--- src/rtl/lc3b_muldiv_pkg.sv ---
// lc3b_muldiv_pkg: shared types for the LC-3b multiply/divide slice.
//   lc3b_word          - 16-bit datapath word
//   lc3b_aluop         - ALU operation field of the ID/EX control word
//   lc3b_muldiv_state  - FSM state of the iterative mult/div unit
//   MULDIV_ITER        - number of shift-add / restoring-divide iterations
//   mag16()            - two's complement magnitude of a word
package lc3b_muldiv_pkg;

  typedef logic [15:0] lc3b_word;

  typedef enum logic [3:0] {
    alu_add,
    alu_and,
    alu_not,
    alu_pass,
    alu_sll,
    alu_srl,
    alu_sra,
    alu_mult,
    alu_div
  } lc3b_aluop;

  typedef enum logic [1:0] {
    IDLE,
    CALC,
    FIX,
    DONE
  } lc3b_muldiv_state;

  localparam int MULDIV_ITER = 16;

  // Magnitude of a signed word. -32768 maps to 16'h8000, which is
  // still the correct unsigned magnitude.
  function automatic lc3b_word mag16(input lc3b_word v);
    return v[15] ? (~v + 16'd1) : v;
  endfunction

endpackage

--- src/rtl/lc3b_muldiv_control.sv ---
// lc3b_muldiv_control: sequencing for the iterative mult/div unit.
//   clk, reset_n  - clock, asynchronous active-low reset
//   start, aluop  - request from the EX stage
//   b_zero        - divisor operand is zero
//   flush         - aborts any operation, returns to IDLE
//   busy          - combinational stall request to the hazard unit
//   done          - registered one-cycle completion pulse
//   accept        - request taken this cycle (datapath latches operands)
//   accept_dz     - request taken and it is a divide by zero
//   state         - current FSM state (also used by the datapath)
// Handshake: a request is taken when state is IDLE, start is high, aluop
// is mult/div and flush is low; busy then stays high until the DONE
// cycle, on whose closing edge the pipeline captures the result.
module lc3b_muldiv_control
  import lc3b_muldiv_pkg::*;
(
  input  logic             clk,
  input  logic             reset_n,
  input  logic             start,
  input  lc3b_aluop        aluop,
  input  logic             b_zero,
  input  logic             flush,
  output logic             busy,
  output logic             done,
  output logic             accept,
  output logic             accept_dz,
  output lc3b_muldiv_state state
);

  logic [3:0] count;
  logic       op_ok;

  assign op_ok     = start && ((aluop == alu_mult) || (aluop == alu_div));
  assign accept    = (state == IDLE) && op_ok && !flush;
  assign accept_dz = accept && (aluop == alu_div) && b_zero;
  // Low in DONE so the pipeline advances and takes the result.
  assign busy      = (state == CALC) || (state == FIX) || accept;

  always_ff @(posedge clk or negedge reset_n) begin
    if (!reset_n) begin
      state <= IDLE;
      count <= 4'd0;
      done  <= 1'b0;
    end else begin
      done <= 1'b0;
      if (flush) begin
        state <= IDLE;
      end else begin
        case (state)
          IDLE: begin
            if (accept_dz) begin
              state <= DONE;
              done  <= 1'b1;
            end else if (accept) begin
              state <= CALC;
              count <= 4'(MULDIV_ITER - 1);
            end
          end
          CALC: begin
            if (count == 4'd0) state <= FIX;
            else               count <= count - 4'd1;
          end
          FIX: begin
            state <= DONE;
            done  <= 1'b1;
          end
          DONE:    state <= IDLE;
          default: state <= IDLE;
        endcase
      end
    end
  end

endmodule

--- src/rtl/lc3b_muldiv.sv ---
// lc3b_muldiv: iterative signed 16x16 multiply / 16/16 divide for EX.
//   clk, reset_n - clock, asynchronous active-low reset
//   start, aluop - EX holds a mult/div instruction
//   a, b         - dividend/multiplicand, divisor/multiplier
//   flush        - abort, no done pulse, outputs untouched
//   busy         - stall request (combinational)
//   done         - one-cycle pulse, result valid
//   result       - low product word or quotient
//   div_by_zero  - qualifies done: divisor was zero
//   result_hi    - high product word or remainder; only when the
//                  LC3B_MULDIV_HI_EN macro is defined
module lc3b_muldiv
  import lc3b_muldiv_pkg::*;
(
  input  logic      clk,
  input  logic      reset_n,
  input  logic      start,
  input  lc3b_aluop aluop,
  input  lc3b_word  a,
  input  lc3b_word  b,
  input  logic      flush,
  output logic      busy,
  output logic      done,
  output lc3b_word  result,
  output logic      div_by_zero
`ifdef LC3B_MULDIV_HI_EN
  ,
  output lc3b_word  result_hi
`endif
);

  lc3b_muldiv_state state;
  logic             accept;
  logic             accept_dz;
  logic             load_fix;

  // Multiply: acc = {partial product, multiplier}, mag_x = multiplicand.
  // Divide:   acc = {remainder, dividend/quotient}, mag_x = divisor.
  logic [31:0] acc;
  logic [31:0] next_acc;
  lc3b_word    mag_x;
  logic        is_div;
  logic        neg_q;
  logic [16:0] mul_sum;
  logic [16:0] div_trial;
  lc3b_word    fix_lo;

  lc3b_muldiv_control u_control (
    .clk       (clk),
    .reset_n   (reset_n),
    .start     (start),
    .aluop     (aluop),
    .b_zero    (b == 16'd0),
    .flush     (flush),
    .busy      (busy),
    .done      (done),
    .accept    (accept),
    .accept_dz (accept_dz),
    .state     (state)
  );

  assign mul_sum   = {1'b0, acc[31:16]} + {1'b0, (acc[0] ? mag_x : 16'd0)};
  // The remainder stays below the divisor (<= 16'h8000), so acc[31]
  // is always clear during a divide and the shifted-in top is acc[30:15].
  assign div_trial = {1'b0, acc[30:15]} - {1'b0, mag_x};

  always_comb begin
    next_acc = {mul_sum, acc[15:1]};
    if (is_div) begin
      if (div_trial[16]) next_acc = {acc[30:0], 1'b0};
      else               next_acc = {div_trial[15:0], acc[14:0], 1'b1};
    end
  end

  // Low word of a negated product equals the negated low word, so the
  // same fix-up serves quotient and product.
  assign fix_lo   = neg_q ? (~acc[15:0] + 16'd1) : acc[15:0];
  assign load_fix = (state == FIX) && !flush;

`ifdef LC3B_MULDIV_HI_EN
  logic     neg_r;
  lc3b_word fix_hi;

  always_comb begin
    fix_hi = acc[31:16];
    if (is_div) begin
      if (neg_r) fix_hi = ~acc[31:16] + 16'd1;
    end else if (neg_q) begin
      // High word of a 32-bit negation: carry in only when low word is 0.
      fix_hi = ~acc[31:16] + {15'd0, (acc[15:0] == 16'd0)};
    end
  end

  always_ff @(posedge clk or negedge reset_n) begin
    if (!reset_n) begin
      neg_r     <= 1'b0;
      result_hi <= 16'd0;
    end else begin
      if (accept) neg_r <= a[15];
      if (accept_dz)     result_hi <= a;
      else if (load_fix) result_hi <= fix_hi;
    end
  end
`endif

  always_ff @(posedge clk or negedge reset_n) begin
    if (!reset_n) begin
      acc         <= 32'd0;
      mag_x       <= 16'd0;
      is_div      <= 1'b0;
      neg_q       <= 1'b0;
      result      <= 16'd0;
      div_by_zero <= 1'b0;
    end else begin
      if (accept) begin
        is_div <= (aluop == alu_div);
        neg_q  <= a[15] ^ b[15];
        if (aluop == alu_div) begin
          acc   <= {16'd0, mag16(a)};
          mag_x <= mag16(b);
        end else begin
          acc   <= {16'd0, mag16(b)};
          mag_x <= mag16(a);
        end
      end else if (state == CALC) begin
        acc <= next_acc;
      end

      if (accept_dz) begin
        result      <= 16'hFFFF;
        div_by_zero <= 1'b1;
      end else if (load_fix) begin
        result      <= fix_lo;
        div_by_zero <= 1'b0;
      end
    end
  end

endmodule

--- config.mk ---
export PLATFORM = sky130hd
export DESIGN_NAME = lc3b_muldiv
export DESIGN_NICKNAME = d
export VERILOG_FILES = /design/src/rtl/lc3b_muldiv_pkg.sv /design/src/rtl/lc3b_muldiv_control.sv /design/src/rtl/lc3b_muldiv.sv
export SDC_FILE = /design/constraint.sdc
export NUM_CORES = 1
export LEC_CHECK = 0
export CAP_MARGIN = 25
export CORE_ASPECT_RATIO = 1.25
export CORE_MARGIN = 8
export CORE_UTILIZATION = 59
export DETAILED_ROUTE_END_ITERATION = 8
export PLACE_DENSITY_LB_ADDON = 0.1
export SLEW_MARGIN = 15
export SYNTH_ARGS = -nofsm -noshare
export SYNTH_HDL_FRONTEND = slang
export SYNTH_HIERARCHICAL = 1
export SYNTH_SLANG_ARGS = --single-unit
--- constraint.sdc ---
create_clock -name clk -period 3.3 [get_ports clk]
set_clock_uncertainty 0.15 [all_clocks]
set_input_delay 0.495 -clock clk [delete_from_list [all_inputs] [get_ports clk]]
set_output_delay 0.495 -clock clk [all_outputs]
set_load 0.005 [all_outputs]
---- Word-level counts from Yosys, hierarchy flattened ----
Index checks and enable logic that the tools add are counted.
storage, ports and cells
  output and inout bits ................... 19
  word-level logic and storage cells ...... 74
  register bits ........................... 74
operators by class
  add/sub/neg operators ................... 6
  mux-type cells .......................... 26
  eq/ne operators ......................... 10
  bitwise logic cells ..................... 5
  reduce and logical (&&, ||, !) cells .... 18
operators by type and width
  operator               count
  $mux 16                8
  $mux 32                4
  $add 16x1->16 const B  3
  $not 16->16            3
  $add 16x16->17         1
  $sub 16x16->17         1
  $logic_not 16->1       1
  $mux 4                 3
  $mux 2                 4
  $pmux 2 s4             1
  $pmux 4 s2             1
  $logic_and 1x1->1      6
  $reduce_bool 2->1      3
  $reduce_and 5->1       1
  $eq 2x2->1 const B     2
  $eq 4x3->1 const B     1
  $eq 4x4->1 const B     1
  $logic_not 4->1        1
  $mux 1                 4
  $ne 2x2->1 const B     2
  $ne 4x3->1 const B     1
  $sub 4x1->4 const B    1
  $logic_or 1x1->1       3
  $ne 3x2->1 const B     1
  8 further kinds        8

---- Longest topological paths before layout ----
Gate-level depths: netlist of the first run.
  word-level depth ........................ 10
  mapped depth ............................ 13
  depth with buffers taken out ............ 12

---- By module ----
Netlist of the first run, hierarchy kept.
modules (own cells, without submodules)
  module               area an instance (sq um)  seq. area each (sq um)  cells each  instances
  lc3b_muldiv          5888.1                    1676.6                  738         1
  lc3b_muldiv_control  574.3                     175.2                   66          1

---- Worst setup path after synthesis of the first run ----
Ideal clock, no wire load.
  path type ............................... reg2reg
  start ................................... reg acc[0]
  end ..................................... reg acc[30]
  cell stages (with the launch flop) ...... 13
  setup slack ............................. 0.348 ns
  buffers on the path ..................... 1
  period minus slack after synthesis ...... 2.952 ns
  arrival time ............................ 2.703 ns
  setup time .............................. 0.099 ns
  cells stage by stage .................... dfrtp_1 -> inv_1 -> clkbuf_1 -> nor2_1 -> ha_1 -> a21o_1 -> a21oi_1 -> nor2b_1 -> a311o_1 -> a211oi_1 -> o31ai_1 -> mux2i_1 -> a311oi_1
on the way
  cells in the longest elaborated chain, start to end .. 5
RTL lines
  item                    line                RTL
  from (decl)             lc3b_muldiv.sv:39   logic [31:0] acc;
  from (signal assigned)  lc3b_muldiv.sv:119  acc <= {16'd0, mag16(a)};
  from (signal assigned)  lc3b_muldiv.sv:122  acc <= {16'd0, mag16(b)};
  from (signal assigned)  lc3b_muldiv.sv:126  acc <= next_acc;
  $mux 16                 lc3b_muldiv.sv:62   assign mul_sum = {1'b0, acc[31:16]} + {1'b0, (acc[0] ? mag_x : 16'd0)};
  $add 16x16->17          lc3b_muldiv.sv:62
  $mux 32                 lc3b_muldiv.sv:69   if (is_div) begin
  $mux 32                 lc3b_muldiv.sv:125  end else if (state == CALC) begin
  $mux 32                 lc3b_muldiv.sv:115  if (accept) begin
No other way between the ends. The select of a mux whose other input is x is not followed.
A chain may end at the register's enable or synchronous reset.

---- Worst setup path in the final report of the first run ----
  start ................................... reg acc[15]
  end ..................................... reg acc[21]
on the way
  cells in the longest elaborated chain, start to end .. 5
RTL lines
  item            line                RTL
  $sub 16x16->17  lc3b_muldiv.sv:65   assign div_trial = {1'b0, acc[30:15]} - {1'b0, mag_x};
  $mux 32         lc3b_muldiv.sv:70   if (div_trial[16]) next_acc = {acc[30:0], 1'b0};
  $mux 32         lc3b_muldiv.sv:69
  $mux 32         lc3b_muldiv.sv:125
  $mux 32         lc3b_muldiv.sv:115
No other way between the ends. The select of a mux whose other input is x is not followed.

==> metrics.md, run 1 <==
| Metric | Value |
|---|---|
| Leak Pwr | `3.30 nW` |
| Synth Net Count | `about 890` |
| Per-cell routed wire length | `18.3 µm` |
| Post-route cell area | `approximately 7600 µm²` |
| Hold Crit Class | `in2async` |
| Relative slew slack | `a little over 40%` |
| Core Region | `roughly 11000 µm²` |
| Register bit total from synthesis | `74` |
| CTS Buf Count | `9` |
| Nets | `around 940` |
| Die W | `approximately 110 µm` |
| Commonest non-fill, non-tap cells in the layout | `nor2_1, nand2_1, dfrtp_1, o21ai_0, clkdlybuf4s50_1` |
| Pwr per Cell Area | `1070 nW/µm²` |
| GRT met2 Usage | `around 43%` |
| RSZ-0062 raised after global routing | `false` |
| Setup violations, final | `0` |
| Commonest non-fill, non-tap cell in the layout | `nor2_1` |
| Clk sinks | `74` |
| Synth async-reset ratio | `between 90% and 100%` |
| Wirelength, routed | `~18 mm` |
| Syn Area/Cell | `about 8.0 µm²` |
| Initial antenna violation count | `0` |
| RR Startpoint | `acc[15]` |
| Area added between synthesis and finish | `17.7%` |
| Placed Area | `between 7000 and 8000 µm²` |
| First drt pass iteration count | `5` |
| Clk Tree Root Cell | `clkbuf_16` |
| H-Tree Depth | `3` |
| Hold WS | `-0.000570 ns` |
| Arr. time, crit path | `3.13 ns` |
| Min Tclk post-route | `approximately 3.1 ns` |
| CTS tree | `built` |
| Vias in the first global route | `5943` |
| # diodes | `0` |
| Layout cells sized above 1 | `roughly 7.8%` |
| Met1 Resource Use GR | `a little under a third` |
| Largest cells by area after synthesis | `dfrtp_1, ha_1, nor2_1, mux2i_1, nand2_1` |
| F_max | `around 330 MHz` |
| Main flop type after synthesis | `dfrtp_1` |
| Std cell rows | `between 40 and 50` |
| Gr usage total | `approximately a quarter` |
| Syn Inst Count | `804` |
| Grt peak-use layer | `met2` |
| Via count | `6106` |
| Worst EP required | `about 3.4 ns` |
| Tightest Pin Transition | `slightly below 0.9 ns` |
| Worst-path maximum fanout | `20` |
| Kind of critical path | `reg2reg` |
| Yosys warnings | `6` |
| Maximum VDD drop | `0.000629 V` |
| Status | `finished, violations left` |
| Area share of the largest cell type after synthesis | `approximately 29%` |
| Initial core utilization | `between 60% and 70%` |
| Violated checks | `hold timing` |
| DRC Markers | `0` |
| Clock Tree Buf Depth | `2` |
| Synth area leader | `dfrtp_1` |
| Tot Pwr | `slightly above 8 mW` |
| Die height | `~130 µm` |
| DR iter-0 viols | `about 450` |
| Netlist cell types | `68` |
| Clk slew on worst S/H paths | `~0.060 ns` |
| Clk Latency, worst-skew pair | `between 0.3 and 0.4 ns` |
| Crit start category | `flop` |
| Reg2reg end | `acc[21]` |
| Non-Filler Instances | `slightly below 1000` |
| Seq/Total Area, Yosys | `28.7%` |
| Gr ovfl total | `0` |
| Final period utilization | `93.1%` |
| Die Area | `about 15000 µm²` |
| Largest net degree at the start of global routing | `75` |
| PortBufs | `58` |
| FF-to-FF path depth | `12` |
| ANT nets after route | `0` |
| Synth Cell Area | `roughly 6500 µm²` |
| R2r setup slk | `between 0.2 and 0.25 ns` |
| Global-route wire length before repair | `between 20 and 30 mm` |
| Met3 Use GR | `about 5%` |
| Max_cap viols | `0` |
| # IOs | `59` |
| Final Max Tran Viols | `0` |
| EDFF count, synth | `0` |
| Placed Instances | `~970` |
| GP Congestion | `~0.91` |
| Final Hold Fails | `3` |
| Vias per inst | `a little over 6` |
| Detailed Place HPWL | `between 10 and 15 mm` |
| Hold-fix buffers at CTS | `0` |
| Worst Setup End Kind | `flop` |
what timing repair did:
item                                    in CTS  in global routing
buffers inserted                             0                  0
endpoints found under the setup margin       0                  3
resized for setup                            0                  4
where the power goes:
group	leakage, nW	total [mW]	switching, mW	internal [mW]
clock network	0.151	1.01	0.414	0.592
registers	0.908	1.81	0.470	1.34
logic	2.24	5.30	2.87	2.42
area by class of cell:
type                    count  area, µm²
flip-flops and latches     74       1850
fillers                   880       3010
repair buffers             81        813
inverters                  44        165
clock buffers               9        225
well taps                 132        165
multi-input cells         643       4310
clock inverters             7       75.1
critical path, stage by stage (launching register included):
cell and delay [ns]:
dfrtp_1 0.37, inv_1 0.07, ha_1 0.20, fa_1 0.42, nor2b_1 0.16, o31a_1 0.19, o21ai_2 0.12, o21ai_2 0.20
a221o_1 0.21, buf_12 0.19, mux2_4 0.31, a211oi_1 0.28, nor3_1 0.08
flip-flops by register name, summed over array words and instances (netlist names):
signal	count
acc	32
div_by_zero	1
is_div	1
mag_x	16
neg_q	1
result	16
u_control/count	4
u_control/done	1
u_control/state	2
logic make-up (layout without fill, tap and decap cells):
kind of cell | after synthesis | after routing | synth area share, %
buffers and inverters | 87 | 141 | 5.19
DFF | 74 | 74 | 28.7
muxes | 39 | 39 | 6.20
AOI/OAI and AO/OA | 227 | 227 | 23.1
adders and majority gates | 43 | 43 | 8.56
and+or+nand+nor | 278 | 278 | 20.7
xor gates and xnor gates | 56 | 56 | 7.59
routing by layer:
| metal | wire (µm) | up-vias |
|---|---|---|
| met4 | 372 | 0 |
| li1 | - | 2981 |
| met1 | 7650 | 2914 |
| met2 | 9120 | 179 |
| met5 | 0 | - |
| met3 | 925 | 32 |
cell usage after synthesis (3+ instances only):
library cell	count
or4_1	4
nand2b_1	11
or2_2	3
nor2b_1	11
mux2_2	4
a21oi_1	53
a31oi_1	7
or3_1	3
o41ai_1	5
ha_1	41
buf_1	6
nor3b_1	5
and4_1	3
a211o_1	17
nand2_1	81
a21o_1	8
clkbuf_1	32
o21ai_1	3
a211oi_1	6
and2_1	3
nand3_1	6
o21a_1	5
o41ai_2	3
xnor2_1	30
xor2_1	26
or3b_2	3
nor3_1	23
a311oi_1	3
o31ai_1	12
nor2_1	92
nor4_1	7
o211ai_1	24
mux2i_1	34
and3_1	8
dfrtp_1	74
o21ai_0	59
buf_2	4
inv_1	44
worst max path at each step:
stage	start	to	slack (ns)	cells after the start
4_1_cts	mag_x[0]	acc[31]	0.16	12
5_1_grt	mag_x[0]	acc[31]	0.02	12
3_5_place_dp	b[4]	u_control/count[3]	-0.01	10
2_1_floorplan	acc[0]	acc[30]	0.35	12
3_3_place_gp	a[0]	mag_x[8]	0.09	10
6_report	acc[15]	acc[21]	0.23	12
per-stage QoR:
step	utilization [%]	setup TNS (ns)	setup WS, ns
floorplan	-	0	0.348
global placement	68.5	0	0.0885
detailed placement	68.5	-0.0132	-0.0132
CTS	71.3	0	0.157
global route	71.7	0	0.0172
finish	71.7	0	0.227
No activity file was read; power rests on OpenSTA's default activity.
==> inputs of run 2 (changes only) <==
Settings changed: CORE_UTILIZATION 59 to 60, CTS_BUF_LIST set to sky130_fd_sc_hd__clkbuf_8.
==> run 2 against run 1 <==
The run now ends clean. Die area decreased by 1.4%. Critical path type unchanged. Largest cell class unchanged. Worst hold slack improved by 0.35 ns. Non-clock buffer count increased by 7. Critical endpoint is now acc[31]. Global-route usage decreased by 0.38 points. Critical path depth increased by 1. Register-to-register slack got worse by 0.05 ns. Sequential power about the same. Core utilization decreased by 0.57 points. Via count increased by 0.67%. Routed wire length decreased by 3.9%. Count of clock-buffer cells in the layout unchanged. Setup slack got worse by 0.048 ns.
==> metrics.md, run 2 (synthesis results as in run 1) <==
| Metric | Value |
|---|---|
| Status | `completed` |
| Pre-CTS setup slack | `0.0387 ns (+0.0518 ns)` |
| Die W | `109 µm (-0.72%)` |
| Worst Setup End Kind | `flop` |
| Largest register FFs | `32 (unchanged)` |
| F_max | `320 MHz (-1.5%)` |
| H-Tree Depth | `3 (unchanged)` |
| Max_cap viols | `0 (unchanged)` |
| Tightest Pin Transition | `0.806 ns (-0.0884 ns)` |
| Area added between synthesis and finish | `16.2%` |
| Commonest non-fill, non-tap cells in the layout | `nor2_1, nand2_1, dfrtp_1, o21ai_0, clkdlybuf4s50_1` |
| Crit start category | `flop` |
| Relative slew slack | `46.1% (+5.9 points)` |
| Layout cells sized above 1 | `8.21% (+0.40 points)` |
| Worst EP required | `3.38 ns (+0.02 ns)` |
| Arr. time, crit path | `3.20 ns (+0.07 ns)` |
| Biggest regs | `acc x32, mag_x x16, result x16` |
| Crit path cell chain | `and2_1 -> ha_1 -> inv_1 -> fa_1 -> nor2b_1 -> o31a_1 -> o21ai_1 -> a21oi_1 -> o41ai_2 -> buf_4 -> o221ai_1 -> a2111oi_0 -> nor4_1` |
| Final Max Tran Viols | `0 (unchanged)` |
| # diodes | `0 (unchanged)` |
| Largest net degree at the start of global routing | `75 (unchanged)` |
| Final Hold Fails | `0 (-3)` |
| Per-cell routed wire length | `17.4 µm (-4.6%)` |
| Wirelength, routed | `17.4 mm (-3.9%)` |
| ANT nets after route | `0 (unchanged)` |
| Gr ovfl total | `0 (unchanged)` |
| Clock Tree Buf Depth | `2 (unchanged)` |
| Fin Setup TNS | `0 ns (unchanged)` |
| Min Tclk post-route | `3.12 ns (+0.0484 ns)` |
| CP peak stage delay | `0.42 ns (about the same)` |
| # IOs | `59 (unchanged)` |
| Detailed Place HPWL | `13.5 mm (-1.7%)` |
| DR iter-0 viols | `361 (-20%)` |
| CP max-delay cell | `dfrtp_1` |
| Setup ws final | `0.179 ns (-0.0484 ns)` |
| Clk Tree Root Cell | `clkbuf_8` |
| Via count | `6147 (+0.67%)` |
| Global-route wire length before repair | `29.0 mm (-1.8%)` |
| Commonest non-fill, non-tap cell in the layout | `nor2_1` |
| Vias per inst | `6.17 (about the same)` |
| Setup repair bufs after CTS | `0 (unchanged)` |
| Hold Crit Class | `reg2reg` |
| Setup violations, final | `0 (unchanged)` |
| Final period utilization | `94.6% (+1.5 points)` |
| Worst-path maximum fanout | `4 (-80%)` |
| First drt pass iteration count | `5 (unchanged)` |
| CTS Buf Count | `9 (unchanged)` |
| Placed Instances | `979 (+0.62%)` |
| Area occupied by multi-input gates | `4300 µm² (-0.23%)` |
| Clk slew on worst S/H paths | `0.08 ns (+0.02 ns)` |
| Die height | `132 µm (-0.74%)` |
| Maximum VDD drop | `0.000775 V (+23%)` |
| Std cell rows | `42 (unchanged)` |
| Gr usage total | `24.7% (-0.38 points)` |
| PortBufs | `58 (unchanged)` |
| Kind of critical path | `reg2reg` |
| Non-Filler Instances | `997 (+0.71%)` |
| Initial antenna violation count | `0 (unchanged)` |
| DRC Markers | `0 (unchanged)` |
| Die Area | `14400 µm² (-1.4%)` |
| FF+latch area | `1850 µm² (unchanged)` |
| Layout fillers | `874 (-0.68%)` |
| Initial core utilization | `61.2% (+0.30 points)` |
| Tot Pwr | `7.73 mW (-4.7%)` |
| Leak Pwr | `3.26 nW (-1.2%)` |
| RSZ-0062 raised after global routing | `false` |
| Hold WS | `0.349 ns (+0.349 ns)` |
| Core Region | `10600 µm² (-0.50%)` |
| FF-to-FF path depth | `13 (+1)` |
| CTS tree | `built` |
| Worst hold stages | `1` |
| Vias in the first global route | `5974 (+0.52%)` |
| Pwr per Cell Area | `1030 nW/µm² (-3.5%)` |
| Clk Latency, worst-skew pair | `0.36 ns (+0.02 ns)` |
| GP Congestion | `0.974 (+7.4%)` |
| Largest Register | `acc` |
| Nets | `943 (+0.75%)` |
| Clk sinks | `74 (unchanged)` |
-- run 2: cell count changes in the layout (fill, tap and decap cells not counted), sizes merged --
cell	before	now
dlygate4sd3	0	1
clkinv	3	4
buf	24	30
inv	47	44
bufinv	1	0
clkinvlp	0	3
-- run 2: critical path, delay by kind of cell, from the launching register on --
kind / cells / cell delay [ns]
and+or+nand+nor: 3 / 0.34
buffers and inverters: 2 / 0.24
adders and majority gates: 2 / 0.40
DFF: 1 / 0.42
AOI/OAI and AO/OA: 6 / 1.44
-- run 2: repair_timing --
action / in CTS / in global routing
hold buffers: 0 / 1
resized for setup: 0 / 1
endpoints found under the setup margin: 0 / 1
endpoints found under the hold margin: 0 / 32
-- run 2: path summary, 6_finish.rpt --
kind	startpoint	to	slack (ns)
min in group asynchronous	reset_n	acc[27]	0.47
setup reg to reg	mag_x[0]	acc[31]	0.18
hold reg to reg	result[3]	result[3]	0.35
setup / recovery	mag_x[0]	acc[31]	0.18
hold / removal	result[3]	result[3]	0.35
max in group asynchronous	reset_n	acc[7]	1.95
-- run 2: final cells by class --
type	instances	share of cell area, %
Clock buffer	9	1.65
Clock inverter	7	0.616
Tap cell	132	2.20
Timing Repair Buffer	88	11.4
Sequential cell	74	24.7
Multi-Input combinational cell	643	57.3
Inverter	44	2.20
-- run 2: layer usage --
| metal | share of wire, % | track usage (%) |
|---|---|---|
| met2 | 49 | 41.1 |
| met4 | 2.2 | 8.47 |
| met5 | 0 | 0 |
| met3 | 5.1 | 4.55 |
| met1 | 44 | 31.1 |
-- run 2: per-stage QoR --
| stage | util, % | instance area, µm² |
|---|---|---|
| floorplan | - | 6460 |
| global placement | 69.2 | 7310 |
| detailed placement | 69.2 | 7310 |
| CTS | 70.8 | 7480 |
| global route | 71.1 | 7510 |
| finish | 71.1 | 7510 |
-- run 2: where the power goes --
| group | total, mW | switching [mW] | internal [mW] |
|---|---|---|---|
| Clock | 0.634 | 0.364 | 0.270 |
| Sequential | 1.80 | 0.469 | 1.33 |
| Combinational | 5.29 | 2.83 | 2.47 |
| Total | 7.73 | 3.66 | 4.07 |
